### src/rtl/fc_relu_pack_if.sv
// fc_relu_pack_if -- row input and packed-word output bundle for fc_relu_pack.
//   in_valid, in1..in4 : one signed 16-bit result row from the matrix engine
//   out_data, out_valid, out_last, out_ready : first-word-fall-through word stream
// Modports: slave = the packing block, master = the side that feeds rows and consumes words.
interface fc_relu_pack_if;
  logic               in_valid;
  logic signed [15:0] in1;
  logic signed [15:0] in2;
  logic signed [15:0] in3;
  logic signed [15:0] in4;
  logic [31:0]        out_data;
  logic               out_valid;
  logic               out_last;
  logic               out_ready;

  modport slave (
    input  in_valid, in1, in2, in3, in4, out_ready,
    output out_data, out_valid, out_last
  );

  modport master (
    output in_valid, in1, in2, in3, in4, out_ready,
    input  out_data, out_valid, out_last
  );
endinterface

### src/rtl/fc_relu_pack.sv
// fc_relu_pack -- applies ReLU, an arithmetic right shift and unsigned 8-bit
// saturation to each element of a 4-wide result row, packs the row into a
// 32-bit word {e1,e2,e3,e4} and buffers it in a first-word-fall-through FIFO
// tagged with an end-of-tile marker (every 4th row).
// Ports:
//   clk, rst   : clock, asynchronous active-high reset
//   bus        : fc_relu_pack_if.slave (row input, word output handshake)
//   clr_flags  : synchronous clear of the sticky ovf/sat flags
//   ovf        : sticky, a row was dropped because the FIFO was full
//   sat        : sticky, an element was clipped to 255
//   level      : current FIFO occupancy
module fc_relu_pack #(
  parameter int SHIFT = 4,
  parameter int DEPTH = 8
) (
  input  logic                   clk,
  input  logic                   rst,
  fc_relu_pack_if.slave          bus,
  input  logic                   clr_flags,
  output logic                   ovf,
  output logic                   sat,
  output logic [$clog2(DEPTH):0] level
);

  localparam int AW = $clog2(DEPTH);
  localparam logic [AW:0] FULL_LEVEL = (AW+1)'(DEPTH);

  // Element processing
  logic signed [15:0] elem_in [4];
  logic [7:0]         elem_out [4];
  logic [3:0]         elem_sat;

  assign elem_in[0] = bus.in1;
  assign elem_in[1] = bus.in2;
  assign elem_in[2] = bus.in3;
  assign elem_in[3] = bus.in4;

  genvar gi;
  generate
    for (gi = 0; gi < 4; gi++) begin : g_elem
      logic signed [15:0] shifted;
      logic [7:0]         res;
      logic               hi;

      assign shifted = elem_in[gi] >>> SHIFT;

      always_comb begin
        res = 8'd0;
        hi  = 1'b0;
        if (elem_in[gi][15]) begin
          res = 8'd0;
        end else if (shifted > 16'sd255) begin
          res = 8'hFF;
          hi  = 1'b1;
        end else begin
          res = shifted[7:0];
        end
      end

      assign elem_out[gi] = res;
      assign elem_sat[gi] = hi;
    end
  endgenerate

  logic [31:0] packed_word;
  assign packed_word = {elem_out[0], elem_out[1], elem_out[2], elem_out[3]};

  // FIFO state
  logic [32:0]   mem [DEPTH];
  logic [AW-1:0] wr_ptr_reg;
  logic [AW-1:0] rd_ptr_reg;
  logic [AW:0]   level_reg;
  logic [1:0]    row_cnt_reg;
  logic          ovf_reg;
  logic          sat_reg;

  logic pop;
  logic push;
  logic drop;

  assign pop  = (level_reg != '0) && bus.out_ready;
  // A full FIFO still accepts when the head leaves on the same edge.
  assign push = bus.in_valid && ((level_reg < FULL_LEVEL) || pop);
  assign drop = bus.in_valid && !push;

  // Storage has no reset; only the pointers and level define its contents.
  always_ff @(posedge clk) begin
    if (push) begin
      mem[wr_ptr_reg] <= {(row_cnt_reg == 2'd3), packed_word};
    end
  end

  always_ff @(posedge clk or posedge rst) begin
    if (rst) begin
      wr_ptr_reg  <= '0;
      rd_ptr_reg  <= '0;
      level_reg   <= '0;
      row_cnt_reg <= 2'd0;
      ovf_reg     <= 1'b0;
      sat_reg     <= 1'b0;
    end else begin
      if (push) begin
        wr_ptr_reg <= wr_ptr_reg + AW'(1);
      end
      if (pop) begin
        rd_ptr_reg <= rd_ptr_reg + AW'(1);
      end
      case ({push, pop})
        2'b10:   level_reg <= level_reg + (AW+1)'(1);
        2'b01:   level_reg <= level_reg - (AW+1)'(1);
        default: level_reg <= level_reg;
      endcase
      // Row counter follows every presented row so dropped rows keep tiles aligned.
      if (bus.in_valid) begin
        row_cnt_reg <= row_cnt_reg + 2'd1;
      end
      if (clr_flags) begin
        ovf_reg <= 1'b0;
        sat_reg <= 1'b0;
      end else begin
        if (drop) begin
          ovf_reg <= 1'b1;
        end
        if (bus.in_valid && (elem_sat != 4'd0)) begin
          sat_reg <= 1'b1;
        end
      end
    end
  end

  // Fall-through head, forced to zero while empty.
  logic [32:0] head;
  assign head = mem[rd_ptr_reg];

  assign bus.out_valid = (level_reg != '0);
  assign bus.out_data  = bus.out_valid ? head[31:0] : 32'd0;
  assign bus.out_last  = bus.out_valid ? head[32] : 1'b0;
  assign level         = level_reg;
  assign ovf           = ovf_reg;
  assign sat           = sat_reg;

endmodule
### src/flat_wrapper.sv
// flat-port wrapper written by rule: the top's interface ports become plain ports
module fc_relu_pack_flat 
#(
  parameter int SHIFT = 4,
  parameter int DEPTH = 8
)
  (clk, rst, clr_flags, ovf, sat, level, bus_in_valid, bus_in1, bus_in2, bus_in3, bus_in4, bus_out_ready, bus_out_data, bus_out_valid, bus_out_last);
  fc_relu_pack_if bus_i ();
  input  logic clk;
  input  logic rst;
  input  logic clr_flags;
  output logic ovf;
  output logic sat;
  output logic [$clog2(DEPTH):0] level;
  input wire logic [$bits(bus_i.in_valid)-1:0] bus_in_valid;
  input wire logic [$bits(bus_i.in1)-1:0] bus_in1;
  input wire logic [$bits(bus_i.in2)-1:0] bus_in2;
  input wire logic [$bits(bus_i.in3)-1:0] bus_in3;
  input wire logic [$bits(bus_i.in4)-1:0] bus_in4;
  input wire logic [$bits(bus_i.out_ready)-1:0] bus_out_ready;
  output wire logic [$bits(bus_i.out_data)-1:0] bus_out_data;
  output wire logic [$bits(bus_i.out_valid)-1:0] bus_out_valid;
  output wire logic [$bits(bus_i.out_last)-1:0] bus_out_last;
  assign bus_i.in_valid = bus_in_valid;
  assign bus_i.in1 = bus_in1;
  assign bus_i.in2 = bus_in2;
  assign bus_i.in3 = bus_in3;
  assign bus_i.in4 = bus_in4;
  assign bus_i.out_ready = bus_out_ready;
  assign bus_out_data = bus_i.out_data;
  assign bus_out_valid = bus_i.out_valid;
  assign bus_out_last = bus_i.out_last;
  fc_relu_pack #(.SHIFT(SHIFT), .DEPTH(DEPTH)) u_core (.clk(clk), .rst(rst), .bus(bus_i), .clr_flags(clr_flags), .ovf(ovf), .sat(sat), .level(level));
endmodule
### config.mk
export PLATFORM = sky130hd
export DESIGN_NAME = fc_relu_pack_flat
export DESIGN_NICKNAME = d
export VERILOG_FILES = /design/src/rtl/fc_relu_pack_if.sv /design/src/rtl/fc_relu_pack.sv /design/src/flat_wrapper.sv
export SDC_FILE = /design/constraint.sdc
export NUM_CORES = 1
export LEC_CHECK = 0
export BUFFER_PORTS_ARGS = -buffer_cell sky130_fd_sc_hd__clkbuf_2
export CORE_ASPECT_RATIO = 0.5
export CORE_MARGIN = 3
export CORE_UTILIZATION = 45
export CTS_BUF_LIST = sky130_fd_sc_hd__clkbuf_2
export CTS_CLUSTER_DIAMETER = 100
export DETAILED_ROUTE_END_ITERATION = 12
export PLACE_DENSITY_LB_ADDON = 0.12
export SYNTH_ARGS = -nofsm -noshare
export SYNTH_HDL_FRONTEND = slang
export SYNTH_SLANG_ARGS = --single-unit
### constraint.sdc
create_clock -name clk -period 3.4 [get_ports clk]
set_input_delay 0.34 -clock clk [delete_from_list [all_inputs] [get_ports clk]]
set_output_delay 0.34 -clock clk [all_outputs]
set_load 0.005 [all_outputs]
* After elaboration in Yosys (flattened, before gate mapping)
Memories as Yosys holds them, arrays and structs flattened.
Index checks and enable logic that the tools add are counted.
** Storage, ports and cells
- Latch bits :: 0
- ROM bits :: 0
- Input bits :: 69
- Memory bits (writable) :: 264
- Memories kept :: 1
- Flip-flop bits (word level) :: 14
- Output and inout bits :: 40
** Operators by class
- Multiplexer cells :: 25
- $add $sub $neg :: 5
- Shift-type cells :: 0
- Multipliers :: 0
- Reduce and logical (&&, ||, !) cells :: 11
- Order comparisons :: 5
- Equality and inequality tests :: 3
- Bitwise logic cells :: 0
- Divide/modulo/power cells :: 0
** Memory list
- u_core.mem :: words 8, bits a word 33, rd ports 1, clocked after memory_dff 0, wr ports 1, line fc_relu_pack.sv:69 : logic [32:0] mem [DEPTH];
** Operator list (number)
- $mux 8 :: 8
- $gt 12x9->1 const B :: 4
- $mux 32 :: 1
- $mux 1 :: 15
- $pmux 4 s2 :: 1
- $reduce_bool 4->1 :: 2
- $add 3x1->3 const B :: 2
- $reduce_bool 2->1 :: 3
- $add 4x1->4 const B :: 1
- $eq 2x2->1 const B :: 2
- $logic_and 1x1->1 :: 4
- $lt 4x4->1 const B :: 1
- $sub 4x1->4 const B :: 1
- $add 2x1->2 const B :: 1
- $eq 2x1->1 const B :: 1
- $logic_not 1->1 :: 1
- $logic_or 1x1->1 :: 1

* Logic depth before layout (Yosys ltp)
Gate-level depths: netlist of run 1.
- Depth in word-level cells :: 8
- Depth in mapped cells :: 10
- Gate-level depth less buffers :: 9

* Least setup slack after synthesis of run 1
Ideal clock, no wire load.
- Path kind :: input -> register
- Start :: in bus_in_valid
- End :: mem u_core.mem[0][0], enable pin
- Buffers on the path :: 1
- Setup slack :: -393 ps
- Data arrival time :: 3328 ps
- Stages :: 4
- Cell sequence :: clkbuf_1 -> nand2_1 -> or2_2 -> nor3_1
** On the way
- Cells in the longest elaborated chain, start to end :: 3
** Ends and longest elaborated chain
- start, declared :: line flat_wrapper.sv:15 : input wire logic [$bits(bus_i.in_valid)-1:0] bus_in_valid;
- $logic_and 1x1->1 :: line fc_relu_pack.sv:83 : assign push = bus.in_valid && ((level_reg < FULL_LEVEL) || pop);
- $mux 1 :: line fc_relu_pack.sv:88 : if (push) begin
- $mux 1 (not written as such) :: line fc_relu_pack.sv:89 : mem[wr_ptr_reg] <= {(row_cnt_reg == 2'd3), packed_word};
- end, declared :: line fc_relu_pack.sv:69
No other way between the ends.

* Final worst setup path of run 1
- Start :: reg u_core.rd_ptr_reg[1]
- End :: out bus_out_data[14]
** On the way
- Cells in the longest elaborated chain, start to end :: 2
** Ends and longest elaborated chain
- start, declared :: line fc_relu_pack.sv:71 : logic [AW-1:0] rd_ptr_reg;
- start signal, assigned :: line fc_relu_pack.sv:106 : rd_ptr_reg <= rd_ptr_reg + AW'(1);
- $mem_v2 8x33
- $mux 32 :: line fc_relu_pack.sv:136 : assign bus.out_data = bus.out_valid ? head[31:0] : 32'd0;
- end, declared :: line flat_wrapper.sv:21 : output wire logic [$bits(bus_i.out_data)-1:0] bus_out_data;
No other way between the ends.

==> insert_results.sql, run 1 <==
INSERT INTO impl_metrics (metric_group, metric, value, unit) VALUES
('status', 'outcome', 'complete, no violations', ''),
('floorplan', 'floorplan.initialDensity', '0.462', ''),
('cells_and_area', 'layout_commonest_cell', 'sky130_fd_sc_hd__edfxtp_1', ''),
('global_route', 'via_count_of_the_first_global_routing_pass', '6388', ''),
('sta', 'period_needed', '3.10', 'ns'),
('placed_design', 'gp_congestion', '0.696', ''),
('placed_design', 'hpwl', '12.5', 'mm'),
('cells_and_area', 'multi_input_area', '0.00274', 'mm2'),
('synthesis', 'area_leader_netlist', 'sky130_fd_sc_hd__edfxtp_1', ''),
('power_and_ir_drop', 'pwr_density_cell', '751', 'mW/mm2'),
('synthesis', 'yosysWarnings', '0', ''),
('sta', 'skew', '0.0637', 'ns'),
('global_route', 'pin_count_of_the_biggest_net_entering_global_routing', '35', ''),
('setup_path', 'startpoint_type', 'flip-flop', ''),
('drt', 'wl_per_cell', '20.5', 'um'),
('cts', 'insertion_delay', '0.87', 'ns'),
('drt', 'routed_wirelength', '23.4', 'mm'),
('floorplan', 'top_level_ports', '109', ''),
('drt', 'routed_via_density', '5.15', ''),
('sta', 'layout_worst_path_cycle_share', '0.913', ''),
('cts', 'cell_chosen_for_the_clock_root', 'sky130_fd_sc_hd__clkbuf_2', ''),
('cells_and_area', 'antenna_cells_inserted', '0', ''),
('sta', 'timing.final.max_slew_violations', '0', ''),
('floorplan', 'floorplan.rows', '40', ''),
('placed_design', 'buffer_ports.inserted', '92', ''),
('synthesis', 'synth-edff-count', '264', ''),
('cells_and_area', 'layout.nets', '836', ''),
('sta', 'max_slew_margin', '0.527', ''),
('cts', 'clock-sinks', '278', ''),
('sta', 'setup_ws', '0.296', 'ns'),
('cells_and_area', 'area_growth', '17.5', '%'),
('floorplan', 'die_x', '229', 'um'),
('setup_path', 'worstReg2RegStart', 'u_core.level[3]$_DFFE_PP0P_', ''),
('cells_and_area', 'layout.cell_area.non_filler', '0.0132', 'mm2'),
('floorplan', 'dieArea', '0.0269', 'mm2'),
('synthesis', 'top_cell_type_s_share_of_synthesized_area', '0.708', ''),
('drt', 'drcViolationCount', '0', ''),
('power_and_ir_drop', 'power.leakage', '4.75', 'nW'),
('setup_path', 'setup.worst_path.start', 'u_core.rd_ptr_reg[1]$_DFFE_PP0P_', ''),
('synthesis', 'yosys_register_bits', '278', ''),
('drt', 'vias', '5876', ''),
('synthesis', 'synth-main-ff-cell', 'sky130_fd_sc_hd__edfxtp_1', ''),
('cells_and_area', 'register_area', '0.00828', 'mm2'),
('synthesis', 'post_synth_inst_count', '572', ''),
('synthesis', 'syn_avg_cell_area', '19.6', 'um2'),
('cts', 'ctsResizeCount', '0', ''),
('synthesis', 'distinct_cell_type_count_of_the_synthesized_netlist', '36', ''),
('floorplan', 'chipHeight', '118', 'um'),
('cts', 'numCtsBuffers', '60', ''),
('run', 'cap_violations', '0', ''),
('cells_and_area', 'layout-drive-gt1-share', '0.359', ''),
('floorplan', 'floorplan.core_area', '0.0242', 'mm2'),
('global_route', 'globalRoute.totalOverflow', '0', ''),
('setup_path', 'worstPathArrival', '2.76', 'ns'),
('hold_path', 'hp-start', 'clr_flags', ''),
('cts', 'cts_htree_levels', '2', ''),
('synthesis', 'synth_area', '0.0112', 'mm2'),
('synthesis', 'postSynth.asyncResetShare', '0.0504', ''),
('drt', 'ant_nets', '0', ''),
('sta', 'max_freq', '0.322', 'GHz'),
('cts', 'tritoncts', 'done', ''),
('global_route', 'initial_antenna_violation_count', '0', ''),
('drt', 'drt_iter0_drc', '365', ''),
('setup_path', 'cp_max_fo', '23', ''),
('global_route', 'grt_use_total', '0.178', ''),
('setup_path', 'critPathCaptureType', 'primary output', ''),
('cells_and_area', 'layout.cells.most_common_list', '264 x sky130_fd_sc_hd__edfxtp_1, 188 x sky130_fd_sc_hd__clkbuf_2, 100 x sky130_fd_sc_hd__nor2_1, 59 x sky130_fd_sc_hd__mux4_2, 47 x sky130_fd_sc_hd__dlygate4sd3_1', ''),
('sta', 'fin_tns_setup', '0', 'ns'),
('hold_path', 'holdCritPathClass', 'in -> reg', ''),
('sta', 'grt_setup_unrepaired', 'false', ''),
('global_route', 'wire_length_of_the_first_global_routing_pass', '36.2', 'mm');
[where the power goes]
part	total [mW]	leakage, nW	switching (mW)	internal, mW
Combinational	3.18	1.75	1.56	1.63
Sequential	4.66	2.56	0.382	4.28
Clock	2.04	0.432	1.23	0.809
[cell type report]
class	count	share of cell area
inverters	5	0.00143
multi-input cells	257	0.208
well taps	336	0.0320
clock buffers	96	0.0365
flip-flops and latches	278	0.630
repair buffers	159	0.0869
clock inverters	10	0.00504
[critical path, cell delays in order (launching register included)]
cell	delay, ns
sky130_fd_sc_hd__dfrtp_2	0.78
sky130_fd_sc_hd__buf_4	0.39
sky130_fd_sc_hd__mux4_1	0.34
sky130_fd_sc_hd__mux2i_1	0.21
sky130_fd_sc_hd__nor2_1	0.06
sky130_fd_sc_hd__clkbuf_2	0.13
[metal layers]
layer	track usage	wire (um)
met5	0	0
met4	0.0509	356
met3	0.0421	1300
met2	0.283	11200
met1	0.249	10600
[final timing paths]
| kind | to | slack (ns) | cells past startpoint |
|---|---|---|---|
| max in group asynchronous | u_core.rd_ptr_reg[0]$_DFFE_PP0P_ | 2.34 | 4 |
| worst min-delay path | u_core.sat$_DFFE_PP0P_ | 0.28 | 3 |
| worst min register to register | u_core.row_cnt_reg[0]$_DFFE_PP0P_ | 0.48 | 1 |
| worst max-delay path | bus_out_data[14] | 0.30 | 5 |
| worst max register to register | u_core.mem[4][19]$_DFFE_PP_ | 1.08 | 5 |
| min in group asynchronous | u_core.level[1]$_DFFE_PP0P_ | 0.61 | 4 |
[cell families after synthesis]
group / after synthesis / synth area share
buffers and inverters: 37 / 0.0216
multiplexers: 103 / 0.169
flip-flops: 278 / 0.740
adder cells (fa/ha/maj): 6 / 0.00671
AO/OA/AOI/OAI: 7 / 0.00581
AND/OR/NAND/NOR: 132 / 0.0504
XOR/XNOR: 9 / 0.00704
[synth_stat cells (all sizes together), types with 2 or more instances]
cell type  instances
edfxtp           264
nor2             107
mux4              66
mux2i             33
buf               19
dfrtp             14
clkbuf            13
ha                 6
nand2              6
inv                5
nand2b             5
xor2               5
mux2               4
or3                4
xnor2              4
nor2b              3
nand3              2
nor3               2
o22ai              2
[metrics by stage]
stage / total power [mW] / cells / util / hold WS, ns
finish: 9.88 / 1141 / 0.543 / 0.282
global route: 10.5 / 1141 / 0.543 / 0.174
CTS: 10.1 / 1141 / 0.543 / 0.165
detailed placement: 7.92 / 987 / 0.500 / 0.410
global placement: 7.89 / 987 / 0.500 / 0.401
floorplan: 6.80 / 572 / - / 0.229
[timing repair]
item	CTS	global route
endpoints found under the hold margin	280	0
hold buffers	47	0
endpoints found under the setup margin	12	0
setup buffers	1	0
Note: power is estimated with default switching activity, not from simulation.
==> inputs of run 2 (changes only) <==
--- a/config.mk
+++ b/config.mk
@@ -13,6 +13,8 @@
 export CTS_CLUSTER_DIAMETER = 100
 export DETAILED_ROUTE_END_ITERATION = 12
 export PLACE_DENSITY_LB_ADDON = 0.12
+export REMOVE_ABC_BUFFERS = 1
+export SKIP_CTS_REPAIR_TIMING = 1
 export SYNTH_ARGS = -nofsm -noshare
 export SYNTH_HDL_FRONTEND = slang
 export SYNTH_SLANG_ARGS = --single-unit
==> insert_results.sql, run 2 (synthesis results as in run 1) <==
INSERT INTO impl_metrics (metric_group, metric, value, unit) VALUES
('cells_and_area', 'layout-drive-gt1-share', '0.360', ''),
('global_route', 'pin_count_of_the_biggest_net_entering_global_routing', '35', ''),
('cts', 'cell_chosen_for_the_clock_root', 'sky130_fd_sc_hd__clkbuf_2', ''),
('sta', 'setup_violations_final', '0', ''),
('setup_path', 'cp_max_fo', '30', ''),
('hold_path', 'holdCritPathClass', 'in -> async', ''),
('cells_and_area', 'layout.cells.most_common_list', '264 x sky130_fd_sc_hd__edfxtp_1, 186 x sky130_fd_sc_hd__clkbuf_2, 100 x sky130_fd_sc_hd__nor2_1, 59 x sky130_fd_sc_hd__mux4_2, 45 x sky130_fd_sc_hd__dlygate4sd3_1', ''),
('run', 'cap_violations', '0', ''),
('placed_design', 'dpl.cell_count', '985', ''),
('power_and_ir_drop', 'total_power', '9.84', 'mW'),
('floorplan', 'floorplan.initialDensity', '0.462', ''),
('sta', 'skew', '0.0334', 'ns'),
('setup_path', 'startpoint_type', 'flip-flop', ''),
('cells_and_area', 'area_growth', '17.7', '%'),
('floorplan', 'floorplan.rows', '40', ''),
('floorplan', 'chipHeight', '118', 'um'),
('cts', 'tritoncts', 'done', ''),
('power_and_ir_drop', 'vdd_ir_drop_max', '0.000344', 'V'),
('setup_path', 'critPathCaptureType', 'primary output', ''),
('status', 'outcome', 'complete, no violations', ''),
('floorplan', 'top_level_ports', '109', ''),
('sta', 'max_slew_margin', '0.452', ''),
('cells_and_area', 'antenna_cells_inserted', '0', ''),
('cells_and_area', 'layout.nets', '839', ''),
('cells_and_area', 'final.fill_count', '2041', ''),
('global_route', 'initial_antenna_violation_count', '0', ''),
('sta', 'tightest_slew', '0.821', 'ns'),
('setup_path', 'path_class', 'reg -> out', ''),
('global_route', 'grt_use_total', '0.174', ''),
('cts', 'clock_edge_transition_at_the_registers_on_the_reported_setup_and_hold_paths', '0.12', 'ns'),
('placed_design', 'placed_cell_area', '0.0121', 'mm2'),
('setup_path', 'timing.critical_path.required', '3.06', 'ns'),
('sta', 'layout_worst_path_cycle_share', '0.926', ''),
('drt', 'vias', '5850', ''),
('global_route', 'via_count_of_the_first_global_routing_pass', '6154', ''),
('sta', 'timing.final.max_slew_violations', '0', ''),
('drt', 'drt_iter0_drc', '338', ''),
('drt', 'dr.pass1.iters', '4', ''),
('drt', 'routed_via_density', '5.11', ''),
('floorplan', 'floorplan.core_area', '0.0242', 'mm2'),
('drt', 'ant_nets', '0', ''),
('global_route', 'wire_length_of_the_first_global_routing_pass', '35.4', 'mm'),
('sta', 'period_needed', '3.15', 'ns'),
('cells_and_area', 'layout.cells.non_filler', '1145', ''),
('setup_path', 'worstPathArrival', '2.81', 'ns'),
('floorplan', 'dieArea', '0.0269', 'mm2'),
('sta', 'timing_hold_violations_final', '0', ''),
('power_and_ir_drop', 'power.leakage', '4.75', 'nW'),
('placed_design', 'hpwl', '12.7', 'mm'),
('cts', 'clock-sinks', '278', ''),
('drt', 'drcViolationCount', '0', ''),
('placed_design', 'gp_congestion', '0.689', ''),
('sta', 'max_freq', '0.318', 'GHz'),
('cts', 'insertion_delay', '0.85', 'ns'),
('floorplan', 'die_x', '229', 'um'),
('global_route', 'globalRoute.totalOverflow', '0', ''),
('cells_and_area', 'largest_register_ff_count', '264', ''),
('drt', 'routed_wirelength', '23.4', 'mm'),
('cells_and_area', 'layout.cell_area.non_filler', '0.0132', 'mm2'),
('cells_and_area', 'layout_commonest_cell', 'sky130_fd_sc_hd__edfxtp_1', ''),
('drt', 'wl_per_cell', '20.4', 'um'),
('placed_design', 'buffer_ports.inserted', '92', ''),
('cts', 'numCtsBuffers', '60', ''),
('sta', 'grt_setup_unrepaired', 'false', ''),
('cts', 'cts_htree_levels', '2', ''),
('cts', 'max-clock-path-buffers', '3', ''),
('power_and_ir_drop', 'pwr_density_cell', '747', 'mW/mm2');
==> run 2: layout make-up <==
type | instances | area (um2) | share of cell area
repair buffers | 162 | 1200 | 0.0913
clock buffers | 94 | 470 | 0.0357
inverters | 5 | 18.8 | 0.00142
clock inverters | 13 | 48.8 | 0.00370
well taps | 336 | 420 | 0.0319
flip-flops and latches | 278 | 8280 | 0.629
multi-input cells | 257 | 2730 | 0.207
==> run 2: metrics by stage <==
stage	hold WS (ns)	setup WS, ns	setup TNS (ns)	utilization
after global placement	0.393	1.01	0	0.501
after CTS	-0.591	0.0115	0	0.523
final	0.0592	0.252	0	0.544
after floorplan	0.229	-0.436	-26.78	-
after detailed placement	0.413	1.02	0	0.501
after global routing	0.00303	0.00149	0	0.544
==> run 2: final timing paths <==
kind | start | to | slack (ns) | cells past startpoint
worst min register to register | u_core.row_cnt_reg[0]$_DFFE_PP0P_ | u_core.row_cnt_reg[0]$_DFFE_PP0P_ | 0.48 | 1
worst max-delay path | u_core.rd_ptr_reg[1]$_DFFE_PP0P_ | bus_out_data[6] | 0.25 | 5
worst max register to register | u_core.level[3]$_DFFE_PP0P_ | u_core.mem[2][27]$_DFFE_PP_ | 1.10 | 5
max in group asynchronous | rst | u_core.rd_ptr_reg[0]$_DFFE_PP0P_ | 2.89 | 3
worst min-delay path | rst | u_core.sat$_DFFE_PP0P_ | 0.06 | 3
min in group clk | bus_in1[15] | u_core.mem[0][25]$_DFFE_PP_ | 0.12 | 2
==> run 2: critical path: stages (launching register included) <==
cell and delay [ns]:
sky130_fd_sc_hd__dfrtp_2 0.91, sky130_fd_sc_hd__buf_4 0.34, sky130_fd_sc_hd__mux4_2 0.31, sky130_fd_sc_hd__mux2i_1 0.18, sky130_fd_sc_hd__nor2_1 0.06, sky130_fd_sc_hd__clkbuf_2 0.13
==> run 2: power by group <==
part | internal, mW | total [mW] | switching, mW
Combinational | 1.67 | 3.29 | 1.61
Sequential | 4.28 | 4.59 | 0.314
Clock | 0.723 | 1.97 | 1.24
Total | 6.67 | 9.84 | 3.17
==> run 2: routing by layer <==
metal,vias to the layer above,routed length [um],global-route usage,share of wire
met4,0,224,0.0454,0.0096
met3,21,1240,0.0426,0.053
met1,3017,11000,0.255,0.47
li1,2675,-,-,-
met5,-,0,0,0
met2,137,10900,0.265,0.47
==> inputs of run 3 (changes only) <==
--- a/config.mk
+++ b/config.mk
@@ -13,7 +13,6 @@
 export CTS_CLUSTER_DIAMETER = 100
 export DETAILED_ROUTE_END_ITERATION = 12
 export PLACE_DENSITY_LB_ADDON = 0.12
-export REMOVE_ABC_BUFFERS = 1
 export SKIP_CTS_REPAIR_TIMING = 1
 export SYNTH_ARGS = -nofsm -noshare
 export SYNTH_HDL_FRONTEND = slang
==> insert_results.sql, run 3 (synthesis results as in run 1) <==
INSERT INTO impl_metrics (metric_group, metric, value, unit) VALUES
('cts', 'insertion_delay', '0.89', 'ns'),
('cts', 'clock-sinks', '278', ''),
('cells_and_area', 'layout-drive-gt1-share', '0.362', ''),
('placed_design', 'placed_cell_area', '0.0121', 'mm2'),
('setup_path', 'path_cells', 'buf_4 -> mux4_1 -> mux2i_1 -> nor2_1 -> clkbuf_2', ''),
('cts', 'clock_edge_transition_at_the_registers_on_the_reported_setup_and_hold_paths', '0.12', 'ns'),
('cells_and_area', 'register_area', '0.00828', 'mm2'),
('cells_and_area', 'largest_register_ff_count', '264', ''),
('power_and_ir_drop', 'power.leakage', '4.72', 'nW'),
('cells_and_area', 'layout.nets', '830', ''),
('floorplan', 'die_x', '229', 'um'),
('global_route', 'initial_antenna_violation_count', '0', ''),
('sta', 'layout_worst_path_cycle_share', '0.915', ''),
('cts', 'numCtsBuffers', '60', ''),
('global_route', 'pin_count_of_the_biggest_net_entering_global_routing', '36', ''),
('floorplan', 'dieArea', '0.0269', 'mm2'),
('cts', 'max-clock-path-buffers', '3', ''),
('floorplan', 'floorplan.core_area', '0.0242', 'mm2'),
('cells_and_area', 'multi_input_area', '0.00274', 'mm2'),
('global_route', 'grt_use_total', '0.172', ''),
('floorplan', 'top_level_ports', '109', ''),
('sta', 'worst_hold_slack', '0.0257', 'ns'),
('sta', 'period_needed', '3.11', 'ns'),
('placed_design', 'hpwl', '12.5', 'mm'),
('floorplan', 'chipHeight', '118', 'um'),
('setup_path', 'critPathCaptureType', 'primary output', ''),
('setup_path', 'path_class', 'reg -> out', ''),
('setup_path', 'critical_path.slowest_cell', 'sky130_fd_sc_hd__dfrtp_2', ''),
('cts', 'tritoncts', 'done', ''),
('cells_and_area', 'area_growth', '17.0', '%'),
('hold_path', 'holdCritPathClass', 'in -> reg', ''),
('drt', 'drt_iter0_drc', '383', ''),
('floorplan', 'floorplan.initialDensity', '0.462', ''),
('drt', 'vias', '5764', ''),
('sta', 'max_freq', '0.321', 'GHz'),
('cells_and_area', 'layout.cell_area.non_filler', '0.0131', 'mm2'),
('setup_path', 'worstPathArrival', '2.77', 'ns'),
('setup_path', 'startpoint_type', 'flip-flop', ''),
('sta', 'skew', '0.0529', 'ns'),
('sta', 'max_slew_margin', '0.523', ''),
('sta', 'setup_violations_final', '0', ''),
('cts', 'cell_chosen_for_the_clock_root', 'sky130_fd_sc_hd__clkbuf_2', ''),
('global_route', 'globalRoute.totalOverflow', '0', ''),
('power_and_ir_drop', 'pwr_density_cell', '754', 'mW/mm2'),
('drt', 'routed_wirelength', '23.2', 'mm'),
('drt', 'ant_nets', '0', ''),
('power_and_ir_drop', 'vdd_ir_drop_max', '0.000447', 'V'),
('placed_design', 'buffer_ports.inserted', '92', ''),
('drt', 'dr.pass1.iters', '5', ''),
('global_route', 'wire_length_of_the_first_global_routing_pass', '34.9', 'mm'),
('global_route', 'via_count_of_the_first_global_routing_pass', '6115', ''),
('sta', 'timing_hold_violations_final', '0', ''),
('cells_and_area', 'antenna_cells_inserted', '0', ''),
('run', 'cap_violations', '0', ''),
('setup_path', 'cp_slowest_stage_delay', '0.78', 'ns'),
('status', 'outcome', 'complete, no violations', ''),
('cells_and_area', 'final.fill_count', '2007', ''),
('cts', 'cts_htree_levels', '2', ''),
('drt', 'routed_via_density', '5.08', ''),
('sta', 'tightest_slew', '0.716', 'ns'),
('sta', 'timing.final.max_slew_violations', '0', ''),
('drt', 'drcViolationCount', '0', ''),
('sta', 'grt_setup_unrepaired', 'false', ''),
('cells_and_area', 'layout.cells.most_common_list', '264 x sky130_fd_sc_hd__edfxtp_1, 188 x sky130_fd_sc_hd__clkbuf_2, 100 x sky130_fd_sc_hd__nor2_1, 59 x sky130_fd_sc_hd__mux4_2, 41 x sky130_fd_sc_hd__dlygate4sd3_1', ''),
('floorplan', 'floorplan.rows', '40', ''),
('drt', 'wl_per_cell', '20.5', 'um'),
('placed_design', 'gp_congestion', '0.696', ''),
('setup_path', 'cp_max_fo', '23', ''),
('setup_path', 'timing.critical_path.required', '3.06', 'ns'),
('cells_and_area', 'layout_commonest_cell', 'sky130_fd_sc_hd__edfxtp_1', '');
[run 3: cell count changes in the layout (fill, tap and decap cells not counted), sizes merged]
| cell | before | now |
|---|---|---|
| buf | 25 | 20 |
| dlygate4sd3 | 45 | 41 |
| clkbuf | 186 | 188 |
| clkinv | 11 | 9 |
| inv | 7 | 5 |
| bufinv | 0 | 1 |
[run 3: area by class of cell]
| cell class | instances | share of cell area |
|---|---|---|
| inverter | 5 | 0.00143 |
| multi-input combinational | 257 | 0.209 |
| clock inverter | 10 | 0.00506 |
| clock buffer | 96 | 0.0367 |
| timing repair buffer | 153 | 0.0828 |
| tap | 336 | 0.0321 |
| sequential | 278 | 0.633 |
[run 3: per-layer routing]
metal	share of wire	GRT usage	vias up
li1	-	-	2649
met1	0.45	0.242	2929
met2	0.48	0.269	156
met3	0.063	0.0428	30
met4	0.012	0.0489	0
met5	0	0	-
[run 3: where the power goes]
part | total, mW | leakage [nW] | switching (mW) | internal [mW]
sequential | 4.66 | 2.56 | 0.386 | 4.28
clock | 2.04 | 0.432 | 1.23 | 0.808
combinational | 3.17 | 1.72 | 1.55 | 1.62
[run 3: through the flow]
stage          power [mW]  std cells  setup TNS (ns)  worst slack, ns  utilization
2_1_floorplan        6.80        572               0            0.497            -
3_3_place_gp         7.89        987               0            0.894        0.500
3_5_place_dp         7.92        987               0            0.887        0.500
4_1_cts              9.98       1093          -0.485          -0.0945        0.523
5_1_grt              10.5       1135               0           0.0892        0.540
6_report             9.87       1135               0            0.289        0.540
[run 3: critical path, delay by kind of cell, from the launching register on]
family	cells	cell delay, ns
AND/OR/NAND/NOR	1	0.06
flip-flops	1	0.78
buffers and inverters	2	0.52
multiplexers	2	0.54
[run 3: final timing paths]
| path | endpoint | start | slack [ns] | depth (start not counted) |
|---|---|---|---|---|
| min reg2reg | u_core.row_cnt_reg[0]$_DFFE_PP0P_ | u_core.row_cnt_reg[0]$_DFFE_PP0P_ | 0.48 | 1 |
| max in group asynchronous | u_core.rd_ptr_reg[0]$_DFFE_PP0P_ | rst | 2.89 | 3 |
| min | u_core.mem[3][14]$_DFFE_PP_ | bus_in3[10] | 0.03 | 3 |
| min in group asynchronous | u_core.level[1]$_DFFE_PP0P_ | rst | 0.05 | 3 |
| max | bus_out_data[14] | u_core.rd_ptr_reg[1]$_DFFE_PP0P_ | 0.29 | 5 |
| max reg2reg | u_core.mem[4][19]$_DFFE_PP_ | u_core.level[3]$_DFFE_PP0P_ | 1.08 | 5 |
